File: config.mk
export PLATFORM = sky130hd
export DESIGN_NAME = tiny_nn_seq
export DESIGN_NICKNAME = d
export VERILOG_FILES = /design/src/rtl/tiny_nn_seq.sv
export SDC_FILE = /design/constraint.sdc
export NUM_CORES = 1
export LEC_CHECK = 0
export CAP_MARGIN = 5
export CORE_UTILIZATION = 40
export DETAILED_ROUTE_END_ITERATION = 8
export DONT_BUFFER_PORTS = 1
export GPL_TIMING_DRIVEN = 0
export PLACE_DENSITY = 0.53
export SYNTH_ARGS = -nofsm -noshare
export SYNTH_HDL_FRONTEND = slang
export SYNTH_SLANG_ARGS = --single-unit
File: constraint.sdc
create_clock -name clk_i -period 3.15 [get_ports clk_i]
set_clock_uncertainty 0.15 [all_clocks]
set_input_delay 0.63 -clock clk_i [delete_from_list [all_inputs] [get_ports clk_i]]
set_output_delay 0.63 -clock clk_i [all_outputs]
set_load 0.05 [all_outputs]
File: src/rtl/tiny_nn_seq.sv
// Layer sequencer for the tiny NN core: walks every neuron of one fully-connected
// layer, driving accumulator clear, MAC enables, result writes and memory addresses.
module tiny_nn_seq #(
  parameter int N_IN  = 4,
  parameter int N_OUT = 4
) (
  input  logic                          clk_i,
  input  logic                          rst_ni,
  input  logic                          start_i,
  input  logic                          abort_i,
  input  logic                          stall_i,
  output logic                          busy_o,
  output logic                          done_o,
  output logic                          acc_clr_o,
  output logic                          mac_en_o,
  output logic                          out_we_o,
  output logic [$clog2(N_IN*N_OUT)-1:0] w_addr_o,
  output logic [$clog2(N_IN)-1:0]       x_addr_o,
  output logic [$clog2(N_OUT)-1:0]      out_addr_o
);

  // state   | meaning
  // IDLE    | waiting for start_i, counters at zero
  // CLEAR   | clear accumulator for neuron j
  // MAC     | accumulate input k of neuron j
  // WRITE   | write activated result of neuron j
  // DONE    | one-cycle end-of-pass pulse

  localparam int KW = $clog2(N_IN);
  localparam int JW = $clog2(N_OUT);
  localparam int WW = $clog2(N_IN*N_OUT);

  typedef enum logic [2:0] {
    S_IDLE,
    S_CLEAR,
    S_MAC,
    S_WRITE,
    S_DONE
  } state_e;

  state_e          state_q, state_d;
  logic [KW-1:0]   k_q, k_d;
  logic [JW-1:0]   j_q, j_d;

  always_ff @(posedge clk_i or negedge rst_ni) begin
    if (!rst_ni) begin
      state_q <= S_IDLE;
      k_q     <= '0;
      j_q     <= '0;
    end else begin
      state_q <= state_d;
      k_q     <= k_d;
      j_q     <= j_d;
    end
  end

  always_comb begin
    state_d = state_q;
    k_d     = k_q;
    j_d     = j_q;
    if (state_q == S_IDLE) begin
      if (start_i && !abort_i) state_d = S_CLEAR;
    end else if (abort_i) begin
      state_d = S_IDLE;
      k_d     = '0;
      j_d     = '0;
    end else if (!(stall_i && state_q != S_DONE)) begin
      case (state_q)
        S_CLEAR: begin
          k_d     = '0;
          state_d = S_MAC;
        end
        S_MAC: begin
          if (k_q == KW'(N_IN - 1)) state_d = S_WRITE;
          else                      k_d     = k_q + KW'(1);
        end
        S_WRITE: begin
          if (j_q == JW'(N_OUT - 1)) begin
            state_d = S_DONE;
          end else begin
            j_d     = j_q + JW'(1);
            state_d = S_CLEAR;
          end
        end
        S_DONE: begin
          j_d     = '0;
          k_d     = '0;
          state_d = S_IDLE;
        end
        default: state_d = S_IDLE;
      endcase
    end
  end

  // Strobes are gated by stall_i directly so a held cycle never double-fires.
  always_comb begin
    busy_o     = (state_q != S_IDLE);
    done_o     = (state_q == S_DONE);
    acc_clr_o  = (state_q == S_CLEAR) && !stall_i;
    mac_en_o   = (state_q == S_MAC)   && !stall_i;
    out_we_o   = (state_q == S_WRITE) && !stall_i;
    x_addr_o   = k_q;
    out_addr_o = j_q;
    w_addr_o   = WW'(j_q) * WW'(N_IN) + WW'(k_q);
  end

endmodule

==> impl_results.md <==
* Number of global-route vias before repair at roughly 430
* Post-Syn Nets at 65
* Placed cells at 75
* Setup crit end kind: primary output
* Final hold vios at 0
* Final Util at 0.530
* Post-synth EDFFs at 0
* Wl on met1 at between 400 and 500 µm
* Post-DRT Antenna Nets at 0
* Crit path launch type: flip-flop
* # Max-Cap Violations at 0
* Combinational power share at 0.542
* Seq cells post-synth at 7
* Static leakage at around 0.28 nW
* CTS sink cnt at 7
* Ys flop type: dfrtp_1
* # H-tree levels at 1
* Tot Pwr at just under 0.7 mW
* Drt first-iter violations at 5
* Seq/Total Area, Yosys at 0.327
* CP Class: flip-flop to primary output
* Die Wd at roughly 39 µm
* Post-route setup slack at around 0.54 ns
* DR WL/cell at 13.7 µm
* RSZ-0062 raised after global routing: false
* Max clock buf depth at 2
* Die Area at 0.00149 mm²
* Setup bufs post-CTS at 0
* Ports at 18
* Initial antenna violation count at 0
* Worst VDD drop at between 0.4 and 0.5 mV
* Layout fillers at 117
* Worst-margin pin slew at 1.16 ns
* NumNets Final at 74
* Die Height at approximately 39 µm
* Row cnt at 12
* Min Hold Slack at slightly below 0.4 ns
* GP Congestion at ~0.8
* Distinct cell type count after synthesis at 27
* WP buf/inv at 1
* Psw at between 0.3 and 0.4 mW
* TritonCTS Buffers at 3
* First-pass GRT wire length at around 1800 µm
* Insertion delay to the later sink of the worst-skew pair at approximately 0.25 ns
* GRT Residual Overflow at 0
* CP max stage delay at 0.93 ns
* Area after DPL at just under 600 µm²
* Layout area overhead at 15.9%
* Final cell count without fillers at 80
* Worst path cell trace: buf_4 -> nor4b_2
* Buffers on Ports at 0
* Worst min-delay path category: input port to flip-flop
* Hold path cells at 2
* Vias at between 400 and 500
* Status: completed
* Fin. max-slew vios at 0
* Final Setup Violations at 0
* Syn Inst Count at a little under 60
* Setup TNS at 0 ns
* Place WS at roughly 0.81 ns
* CP max stage cell: nor4b_2
* Clk root buf: clkbuf_4
* Mapped Avg Cell Area at just over 9 µm²
* Clk slew on worst S/H paths at 0.06 ns
* Detailed placement HPWL at between 800 and 900 µm
* Fin crit period at between 2 and 3 ns
* Initial core utilization at 0.457
* Routed met3 length at around 60 µm
* Register share of total power at 0.340
* Final WL at roughly 1100 µm
* Power Dens Cells at 1120 mW/mm²
* Portion of total power attributed to the clock network at 0.117
* WP data arrival at around 1.8 ns
* Max frequency at 0.384 GHz
* Hold_buf cts at 1
* Switching Fraction at 0.554
* Critical path depth at 2
* GRT Total Usage at 0.179
* WL met2 at between 500 and 600 µm
* Synthesis warning total at 0
* Max_slew headroom at 0.225
* Reg2Reg Depth at 5
* First-pass iteration count of the detailed router at 4
* Ys async rst share at 1.00
* Antenna cells at 0
* Design area at a little over 600 µm²
* Post_cts resized at 0
* CP delay by family, top: simple AND/OR/NAND/NOR gates
* Final worst-path cycle share at 0.827
* Area of the core at approximately 0.0012 mm²
* DRC at 0
* Internal power at 0.309 mW
* Top routing layer used: met3
* Largest net degree at the start of global routing at 11
* Worst Path Required at around 2.4 ns
* CP Max Fanout at 10
* Vias per cell at roughly 5.4
* Layout cells sized above 1 at 0.258
* TritonCTS clock tree: done
* Mapped cell area at roughly 540 µm²
kinds of logic after synthesis:
| family | after synthesis | share of synthesized area |
|---|---|---|
| flops | 7 | 0.327 |
| fa+ha+maj | 2 | 0.0467 |
| compound gates | 9 | 0.103 |
| xor+xnor | 1 | 0.0164 |
| buf+inv | 10 | 0.126 |
| mux | 5 | 0.103 |
| simple gates | 24 | 0.278 |
Yosys cell counts, types with 2 or more instances:
library cell	count	area (µm²)
nor3_1	5	25.0
nor2_1	5	18.8
nand2b_1	3	18.8
or3_1	2	12.5
o21ai_0	2	10.0
dfrtp_1	7	175
nor3b_1	2	15.0
mux2_1	4	45.0
ha_1	2	25.0
inv_1	2	7.51
buf_4	6	45.0
a21oi_1	3	15.0
metal layers:
layer / global-route usage / vias to the layer above
met3: 0.0578 / 0
met1: 0.237 / 201
met2: 0.288 / 11
li1: - / 220
met5: 0 / -
met4: 0.0259 / 0
area by class of cell:
class / instances / area (µm²) / area share
buffer: 8 / 60.1 / 0.0968
clock buffer: 4 / 26.3 / 0.0423
inverter: 2 / 7.51 / 0.0121
multi-input combinational: 41 / 305 / 0.492
sequential: 7 / 175 / 0.282
tap: 14 / 17.5 / 0.0282
timing repair buffer: 4 / 28.8 / 0.0464
final timing paths:
kind | slack, ns | endpoint | start
max reg2reg | 0.89 | x_addr_o[0]$_DFFE_PN0P_ | state_q[2]$_DFFE_PN0P_
max in group asynchronous | 2.02 | x_addr_o[0]$_DFFE_PN0P_ | rst_ni
max | 0.54 | acc_clr_o | state_q[0]$_DFFE_PN0P_
min reg2reg | 0.59 | state_q[1]$_DFFE_PN0P_ | state_q[1]$_DFFE_PN0P_
min in group asynchronous | 0.57 | state_q[0]$_DFFE_PN0P_ | rst_ni
min | 0.39 | state_q[1]$_DFFE_PN0P_ | stall_i
registers in the layout, summed over array words and instances (netlist names):
register and count:
out_addr_o 2, x_addr_o 2, state_q 3
placed cells by master (no fill, tap or decap):
master         netlist  routed
a21oi_2              1       1
nor4b_2              0       1
nor3b_2              1       1
a31oi_1              1       1
buf_6                1       1
buf_4                6       8
o211ai_1             1       1
nor3b_1              2       2
buf_1                0       1
mux2i_1              1       1
nand2b_1             3       3
dfrtp_1              7       7
o31ai_1              1       1
clkbuf_4             0       3
inv_1                2       2
nor4bb_2             0       1
nor3_1               5       5
ha_1                 2       2
clkbuf_1             1       2
nor2_1               5       5
or3b_1               1       1
nand2_1              1       1
o21ai_0              2       2
a21oi_1              3       3
xnor2_1              1       1
or2_4                1       1
dlygate4sd3_1        0       1
nand4_1              1       1
mux2_1               4       4
or3_1                2       2
power by group through the flow:
stage / Clock (mW) / Combinational, mW / Sequential, mW
2_1_floorplan: 0 / 0.333 / 0.227
3_3_place_gp: 0 / 0.354 / 0.234
3_5_place_dp: 0 / 0.372 / 0.238
4_1_cts: 0.0834 / 0.379 / 0.236
5_1_grt: 0.0917 / 0.405 / 0.243
6_report: 0.0813 / 0.376 / 0.236
Note: power is estimated with default switching activity, not from simulation.
